$ cat config.mk
export PLATFORM = sky130hd
export DESIGN_NAME = motor_drive
export DESIGN_NICKNAME = d
export VERILOG_FILES = /design/src/rtl/motor_drive.sv
export SDC_FILE = /design/constraint.sdc
export NUM_CORES = 1
export LEC_CHECK = 0
export BUFFER_PORTS_ARGS = -buffer_cell sky130_fd_sc_hd__buf_2
export CORE_ASPECT_RATIO = 1.5
export CORE_MARGIN = 2
export CORE_UTILIZATION = 45
export CTS_CLUSTER_DIAMETER = 40
export CTS_CLUSTER_SIZE = 14
export DETAILED_ROUTE_END_ITERATION = 10
export PLACE_DENSITY_LB_ADDON = 0.15
export REMOVE_ABC_BUFFERS = 1
export SLEW_MARGIN = 15
export SYNTH_ARGS = -nofsm -noshare
export SYNTH_HDL_FRONTEND = slang
export SYNTH_SLANG_ARGS = --single-unit
$ cat constraint.sdc
create_clock -name clk -period 4 [get_ports clk]
set_input_delay 0.6 -clock clk [delete_from_list [all_inputs] [get_ports clk]]
set_output_delay 0.6 -clock clk [all_outputs]
set_load 0.02 [all_outputs]
$ cat src/rtl/motor_drive.sv
// H-bridge PWM driver: turns a 2-bit speed code into ramped, period-aligned PWM on in1/in2,
// with an enforced dead time whenever the drive direction reverses.
module motor_drive #(
    parameter int PWM_PERIOD = 2500,
    parameter int DUTY_FOR   = 1500,
    parameter int DUTY_FAST  = 2250,
    parameter int DUTY_BACK  = 1500,
    parameter int RAMP_DIV   = 50000,
    parameter int RAMP_STEP  = 25,
    parameter int DEAD_TIME  = 5000000
) (
    input  logic        clk,
    input  logic        rst,
    input  logic [1:0]  motor,
    output logic        in1,
    output logic        in2,
    output logic        dir,
    output logic [11:0] duty,
    output logic        moving
);
    localparam int CW = $clog2(PWM_PERIOD + 1);
    localparam int PW = $clog2(RAMP_DIV + 1);
    localparam int DW = $clog2(DEAD_TIME + 1);

    localparam logic [CW-1:0] CNT_MAX   = CW'(PWM_PERIOD - 1);
    localparam logic [PW-1:0] PRESC_MAX = PW'(RAMP_DIV - 1);
    localparam logic [DW-1:0] DEAD_MAX  = DW'(DEAD_TIME - 1);
    localparam logic [11:0]   D_FOR     = 12'(DUTY_FOR);
    localparam logic [11:0]   D_FAST    = 12'(DUTY_FAST);
    localparam logic [11:0]   D_BACK    = 12'(DUTY_BACK);
    localparam logic [11:0]   D_STEP    = 12'(RAMP_STEP);

    typedef enum logic [1:0] {IDLE, RUN, DEAD} state_t;

    state_t        state, state_n;
    logic [1:0]    motor_q;
    logic [CW-1:0] cnt, cnt_n;
    logic [PW-1:0] presc;
    logic [DW-1:0] dead_cnt, dead_n;
    logic [11:0]   ramp_duty, ramp_n, duty_n, target;
    logic [12:0]   ramp_sum;
    logic          req_dir, dir_n, tick, boundary, pwm_n;

    always_comb begin
        target  = 12'd0;
        req_dir = 1'b0;
        case (motor_q)
            2'b01:   target = D_FOR;
            2'b11:   target = D_FAST;
            2'b10:   begin target = D_BACK; req_dir = 1'b1; end
            default: target = 12'd0;
        endcase
    end

    assign tick     = (presc == PRESC_MAX);
    assign boundary = (cnt == CNT_MAX);
    assign cnt_n    = boundary ? '0 : cnt + 1'b1;
    assign ramp_sum = {1'b0, ramp_duty} + {1'b0, D_STEP};

    always_comb begin
        state_n = state;
        dir_n   = dir;
        dead_n  = '0;
        case (state)
            IDLE: begin
                if (motor_q != 2'b00) begin
                    state_n = RUN;
                    dir_n   = req_dir;
                end
            end
            RUN: begin
                if (motor_q == 2'b00)   state_n = IDLE;
                else if (req_dir != dir) state_n = DEAD;
            end
            DEAD: begin
                // Command is only looked at on expiry; a stop still aborts at once.
                if (motor_q == 2'b00) begin
                    state_n = IDLE;
                end else if (dead_cnt == DEAD_MAX) begin
                    state_n = RUN;
                    dir_n   = req_dir;
                end else begin
                    dead_n = dead_cnt + 1'b1;
                end
            end
            default: state_n = IDLE;
        endcase
    end

    always_comb begin
        ramp_n = ramp_duty;
        if (state_n != RUN || state != RUN)
            ramp_n = 12'd0;
        else if (ramp_duty > target)
            ramp_n = target;
        else if (tick && ramp_duty < target)
            ramp_n = (ramp_sum > {1'b0, target}) ? target : ramp_sum[11:0];

        // Leaving RUN clears duty at once; otherwise duty moves only at the period end.
        if (state_n != RUN) duty_n = 12'd0;
        else if (boundary)  duty_n = ramp_duty;
        else                duty_n = duty;

        pwm_n = (12'(cnt_n) < duty_n);
    end

    always_ff @(posedge clk) begin
        if (rst) begin
            state     <= IDLE;
            motor_q   <= 2'b00;
            cnt       <= '0;
            presc     <= '0;
            dead_cnt  <= '0;
            ramp_duty <= 12'd0;
            duty      <= 12'd0;
            dir       <= 1'b0;
            in1       <= 1'b0;
            in2       <= 1'b0;
            moving    <= 1'b0;
        end else begin
            state     <= state_n;
            motor_q   <= motor;
            cnt       <= cnt_n;
            presc     <= tick ? '0 : presc + 1'b1;
            dead_cnt  <= dead_n;
            ramp_duty <= ramp_n;
            duty      <= duty_n;
            dir       <= dir_n;
            in1       <= (state_n == RUN) && !dir_n && pwm_n;
            in2       <= (state_n == RUN) &&  dir_n && pwm_n;
            moving    <= (state_n == RUN) && (duty_n != 12'd0);
        end
    end
endmodule

==> results of run 1 <==
==> worst max-delay path, stage by stage (launching register included) <==
cell and delay [ns]:
dfxtp_1 0.40, ha_1 0.30, a211o_2 0.39, and4_1 0.24, xnor2_1 0.21, ha_1 0.30
a211o_1 0.30, a21oi_1 0.13, nand3_1 0.08, o211a_1 0.33, or3_1 0.48, or4_1 0.43
nand3b_1 0.09
==> logic make-up (layout without fill, tap and decap cells) <==
| logic type | Yosys count | count (layout) | share of synthesized area |
|---|---|---|---|
| xor gates and xnor gates | 52 | 52 | 0.09743 |
| buffers and inverters | 39 | 56 | 0.03533 |
| muxes | 13 | 13 | 0.02811 |
| AOI/OAI and AO/OA | 65 | 65 | 0.09315 |
| and+or+nand+nor | 264 | 264 | 0.2942 |
| DFF | 83 | 83 | 0.3555 |
| adders and majority gates | 36 | 36 | 0.09636 |
==> cell usage after synthesis (2+ instances only) <==
cell type  instances  area share
a21oi_1           23       0.025
a31oi_1            3      0.0040
a32oi_1            2      0.0037
and2_1             4      0.0054
and3_1            13       0.017
and4_1             3      0.0056
and4b_1            2      0.0043
buf_1              2      0.0016
buf_2              2      0.0021
buf_6              2      0.0048
clkbuf_1          18       0.014
dfxtp_1           83        0.36
ha_1              36       0.096
inv_1             14       0.011
mux2i_1           12       0.026
nand2_1           31       0.025
nand2b_1           3      0.0040
nand3_1           33       0.035
nand3b_1           6      0.0096
nand4_1           15       0.020
nand4b_1           7       0.013
nor2_1            78       0.063
nor2b_1           11       0.015
nor3_1            17       0.018
nor3b_1            5      0.0080
nor4_1            11       0.015
nor4b_1            3      0.0056
o211a_1            2      0.0043
o211ai_1           4      0.0064
o21a_1             3      0.0048
o21ai_0           15       0.016
o221a_2            2      0.0048
or2_2              3      0.0040
or3_1             16       0.021
xnor2_1           22       0.041
xor2_1            30       0.056
==> layer usage <==
layer / global-route usage / up-vias / routed length [um]
li1: - / 1988 / -
met3: 0.03656 / 15 / 407
met2: 0.3502 / 69 / 5369
met4: 0.09050 / 0 / 235
met5: 0 / - / 0
met1: 0.2528 / 1837 / 4724
==> placed cells by master, fill, tap and decap left out, drive strengths merged, types with 5 or more instances in the layout <==
cell type  count
and3          13
or3           17
nand3b         6
nand2         31
clkbuf        12
nand4b         7
mux2i         12
nand4         15
buf           28
xnor2         22
o21ai         15
dfxtp         83
nor2b         11
nand3         33
nor3b          5
ha            36
a21oi         23
nor4          11
nor2          78
inv           14
xor2          30
nor3          17
==> cell type report <==
| class | instances | area (um2) | area share |
|---|---|---|---|
| inverters | 14 | 52.55 | 0.01019 |
| flip-flops and latches | 83 | 1662 | 0.3223 |
| clock inverters | 2 | 13.76 | 0.002670 |
| multi-input cells | 430 | 2872 | 0.5570 |
| clock buffers | 12 | 246.5 | 0.04782 |
| repair buffers | 28 | 162.7 | 0.03155 |
| well taps | 117 | 146.4 | 0.02840 |
==> registers in the layout, summed over array words and instances (netlist names) <==
register / count
cnt: 12
moving: 1
motor_q: 2
ramp_duty: 12
in2: 1
presc: 16
state: 2
in1: 1
dir: 1
dead_cnt: 23
duty: 12
==> per-stage QoR <==
stage          utilization  setup WS [ns]  setup TNS [ns]  cells  hold WS [ns]
3_3_place_gp        0.4812         0.3692               0    672        0.4426
3_5_place_dp        0.4812         0.2297               0    672        0.4524
6_report            0.5086         0.2566               0    686        0.4630
5_1_grt             0.5086        0.08214               0    686        0.5034
4_1_cts             0.5069         0.2166               0    686        0.4718
2_1_floorplan            -         -1.267          -2.613    527        0.4295
==> power groups by stage <==
stage	registers [uW]	clock network, uW	logic, uW
4_1_cts	843	761	104
5_1_grt	844	802	120
6_report	843	745	103
3_5_place_dp	861	0	103
3_3_place_gp	861	0	99.1
2_1_floorplan	861	0	72.8
==> worst min path at each step <==
stage                           start          end  slack [ns]
after floorplan              presc[0]     presc[0]        0.43
after global placement       presc[0]     presc[0]        0.44
after detailed placement     presc[0]     presc[0]        0.45
after CTS                 dead_cnt[0]  dead_cnt[0]        0.47
after global routing         motor[0]   motor_q[0]        0.50
final                     dead_cnt[0]  dead_cnt[0]        0.46
==> impl_metrics.tcl, run 1 <==
set metrics [dict create \
    outcome "finished clean" \
    period_minus_slack_ns 3.743 \
    cts_setup_buffers 0 \
    worstReg2RegStart "ramp_duty[1]" \
    grtUsageTotal 0.2063 \
    top_level_ports 20 \
    die_x_um 87.22 \
    p_comb_frac 0.061 \
    tightest_slew_ns 0.8999 \
    synth-seq-area-share 0.3555 \
    worstRegToRegCells 12 \
    antenna_found_initial 0 \
    antenna_cells 0 \
    setup_viol 0 \
    grt_max_degree 29 \
    clock_skew_ns 0.009075 \
    synth_edf_count 0 \
    cts-root-buf "clkbuf_16" \
    ys_seq_elements 83 \
    row_count 45 \
    crit_arrival_ns 4.02 \
    slew_headroom 0.3983 \
    gp_congestion 0.9408 \
    dp_hpwl_mm 8.008 \
    layout.nets 606 \
    core_area_um2 10130 \
    required_ns 4.28 \
    p_total_uw 1691 \
    p_int_uw 1305 \
    start_util 0.4612 \
    ys_types 52 \
    port_buffers 19 \
    postPlaceCellArea_um2 4877 \
    final_area_um2 5155 \
    cp_max_fo 9 \
    grt-ovfl-total 0 \
    clk_path_buf_depth 2 \
    vias_per_cell 5.698 \
    wl_per_cell_um 15.65 \
    startpoint "ramp_duty[1]" \
    switching_share 0.2283 \
    postRouteAntennaNets 0 \
    p_per_area_nw_per_um2 328.1 \
    hold_class "register to register" \
    crit_path_end "ramp_duty[4]" \
    cts_made_buffers 9 \
    syn_to_final_growth_pct 10.28 \
    die-area_um2 11240 \
    drtIter0Drc 152 \
    power_frac_seq 0.498 \
    grt_pass1_vias 3868 \
    p_leak_uw 0.001964 \
    reg2reg_slack_ns 0.26 \
    cp-end-kind "register" \
    period_share 0.9359 \
    grt_pass1_wl_mm 18.40 \
    startpoint_type "register" \
    ctsResizeCount 0 \
    fmax_ghz 0.2671 \
    async_flop_share 0 \
    switchingPower_uw 386.2 \
    rsz0062_at_grt "false" \
    syn_avg_cell_area_um2 8.468 \
    r2r_end "ramp_duty[4]" \
    dr.pass1.iters 4 \
    p_clk_frac 0.441 \
    peakVddDrop_uv 225.5 \
    syn_area_um2 4674 \
    syn_inst 552 \
    cts_sinks 83 \
    n_fill_cell 981 \
    drive_gt1_frac 0.09666 \
    vias 3909 \
    hold_buffers 0 \
    synth_ff_type "dfxtp_1" \
    die_height_um 128.8 \
    clkTransAtPathRegs_ns 0.06 \
    finalMaxSlewViolations 0 \
    clkLatencyLatePin_ns 0.34 \
    route.detailed.drc 0 \
    holdPathStages 1 \
    cts-htree-levels 3 \
    max_cap_violations 0 \
    hold_viol 0 \
    path_class "register to register" \
    cts_tree "yes" \
    ys_warn_count 0 \
    routed_wl_mm 10.74 \
]
Note: power is estimated with default switching activity, not from simulation.
==> run 2: changes to the inputs <==
--- a/config.mk
+++ b/config.mk
@@ -5,7 +5,8 @@
 export SDC_FILE = /design/constraint.sdc
 export NUM_CORES = 1
 export LEC_CHECK = 0
-export BUFFER_PORTS_ARGS = -buffer_cell sky130_fd_sc_hd__buf_2
+export BUFFER_PORTS_ARGS = -buffer_cell sky130_fd_sc_hd__clkbuf_2
+export CAP_MARGIN = 20
 export CORE_ASPECT_RATIO = 1.5
 export CORE_MARGIN = 2
 export CORE_UTILIZATION = 45
@@ -14,7 +15,6 @@
 export DETAILED_ROUTE_END_ITERATION = 10
 export PLACE_DENSITY_LB_ADDON = 0.15
 export REMOVE_ABC_BUFFERS = 1
-export SLEW_MARGIN = 15
 export SYNTH_ARGS = -nofsm -noshare
 export SYNTH_HDL_FRONTEND = slang
 export SYNTH_SLANG_ARGS = --single-unit
==> impl_metrics.tcl, run 2 (synthesis results as in run 1) <==
set metrics [dict create \
    finalMaxSlewViolations 0 \
    grt-ovfl-total 0 \
    worstReg2RegStart "ramp_duty[1]" \
    p_leak_uw 0.001984 \
    setup_viol 0 \
    cts_sinks 83 \
    die-area_um2 11240 \
    top_level_ports 20 \
    grt_max_degree 29 \
    period_share 0.9422 \
    postRouteAntennaNets 0 \
    drtIter0Drc 167 \
    cp-end-kind "register" \
    rsz0062_at_grt "false" \
    worstHoldStart "presc[0]" \
    ctsResizeCount 0 \
    vias 3925 \
    postPlaceCellArea_um2 4892 \
    max_cap_violations 0 \
    tightest_slew_ns 0.8784 \
    dp_hpwl_mm 7.991 \
    cts-htree-levels 3 \
    wl_per_cell_um 15.82 \
    finalWorstSetupSlack_ns 0.2311 \
    dr.pass1.iters 4 \
    hold_viol 0 \
    hold_class "register to register" \
    start_util 0.4612 \
    largest-register "dead_cnt" \
    port_buffers 19 \
    grt_pass1_vias 3871 \
    grt_pass1_wl_mm 18.66 \
    clock_skew_ns 0.005872 \
    final_area_um2 5215 \
    cts_setup_buffers 0 \
    clk_path_buf_depth 2 \
    syn_to_final_growth_pct 11.56 \
    r2r_end "ramp_duty[4]" \
    path_class "register to register" \
    fmax_ghz 0.2653 \
    cp_max_fo 9 \
    peakVddDrop_uv 242.9 \
    largest_reg_flops 23 \
    fin_setup_tns_ns 0 \
    top_regs "dead_cnt x23, presc x16" \
    routed_wl_mm 10.92 \
    reg2reg_slack_ns 0.23 \
    hold_buffers 0 \
    final_common_cell "dfxtp_1" \
    antenna_cells 0 \
    die_x_um 87.22 \
    gp_congestion 0.9300 \
    drive_gt1_frac 0.1047 \
    outcome "finished clean" \
    clkLatencyLatePin_ns 0.34 \
    layout.nets 608 \
    cpMostUsedCell "ha_1" \
    cpMaxStageDelayCell "or3_1" \
    core_area_um2 10130 \
    die_height_um 128.8 \
    startpoint_type "register" \
    holdPathStages 1 \
    min_delay_worst_endpoint "presc[0]" \
    slew_headroom 0.4126 \
    cts-root-buf "clkbuf_16" \
    cts_made_buffers 9 \
    crit_path_cell_trace "ha_1 -> a211o_2 -> and4_1 -> xnor2_1 -> ha_1 -> a211o_1 -> a21oi_1 -> nand3_1 -> o211a_1 -> or3_1 -> or4_1 -> nand3b_1" \
    antenna_found_initial 0 \
    row_count 45 \
    clkTransAtPathRegs_ns 0.06 \
    required_ns 4.28 \
    slowest_delay_ns 0.49 \
    place_ws_ns 0.2253 \
    dp_cells 674 \
    worstRegToRegCells 12 \
    cts_tree "yes" \
    stdcell_count 690 \
    period_minus_slack_ns 3.769 \
    route.detailed.drc 0 \
    crit_arrival_ns 4.05 \
    vias_per_cell 5.688 \
    p_per_area_nw_per_um2 343.9 \
    mostFrequentLayoutCells "dfxtp_1, nor2_1, ha_1" \
    grtUsageTotal 0.2102 \
]
run 2: cell count changes in the layout (fill, tap and decap cells not counted), sizes merged:
cell,previous run,this run
buf,28,11
bufinv,0,1
clkinv,2,3
clkbuf,12,31
run 2: final cells by class:
type | count | area, um2
fillers | 963 | 4920
multi-input cells | 430 | 2872
flip-flops and latches | 83 | 1662
clock buffers | 12 | 256.5
repair buffers | 30 | 177.7
well taps | 117 | 146.4
inverters | 14 | 52.55
clock inverters | 4 | 48.80
run 2: report_power, final:
group | internal, uW | total, uW | switching [uW] | leakage (uW)
Combinational | 40.3 | 104 | 63.8 | 0.00116
Clock | 517 | 847 | 330 | 0.000153
Sequential | 835 | 843 | 7.71 | 0.000670
run 2: worst max-delay path by stage:
stage            startpoint      endpoint  cells past startpoint
3_5_place_dp   ramp_duty[1]  ramp_duty[4]                     12
2_1_floorplan        cnt[0]           in1                     13
4_1_cts        ramp_duty[1]  ramp_duty[4]                     12
5_1_grt        ramp_duty[1]  ramp_duty[4]                     12
3_3_place_gp   ramp_duty[1]  ramp_duty[4]                     12
6_report       ramp_duty[1]  ramp_duty[4]                     12
run 2: metrics by stage:
step	hold slack, ns	util	total power (uW)
4_1_cts	0.4655	0.5128	1812
5_1_grt	0.5021	0.5146	1863
2_1_floorplan	0.4295	-	933.4
3_5_place_dp	0.4518	0.4827	963.7
3_3_place_gp	0.4428	0.4827	960.5
6_report	0.4581	0.5146	1793
run 2: critical path, delay by kind of cell (launching register included):
| kind | cells | cell delay [ns] |
|---|---|---|
| AND/OR/NAND/NOR | 5 | 1.32 |
| AO/OA/AOI/OAI | 4 | 1.17 |
| adder cells (fa/ha/maj) | 2 | 0.59 |
| flip-flops | 1 | 0.41 |
| XOR/XNOR | 1 | 0.21 |
run 2: layer usage:
metal	wire, um	GRT usage	share of wire	vias up
met5	0	0	0	-
met4	329	0.09502	0.030	0
met3	385	0.04362	0.035	23
met2	5311	0.3534	0.49	59
met1	4893	0.2557	0.45	1846
li1	-	-	-	1997
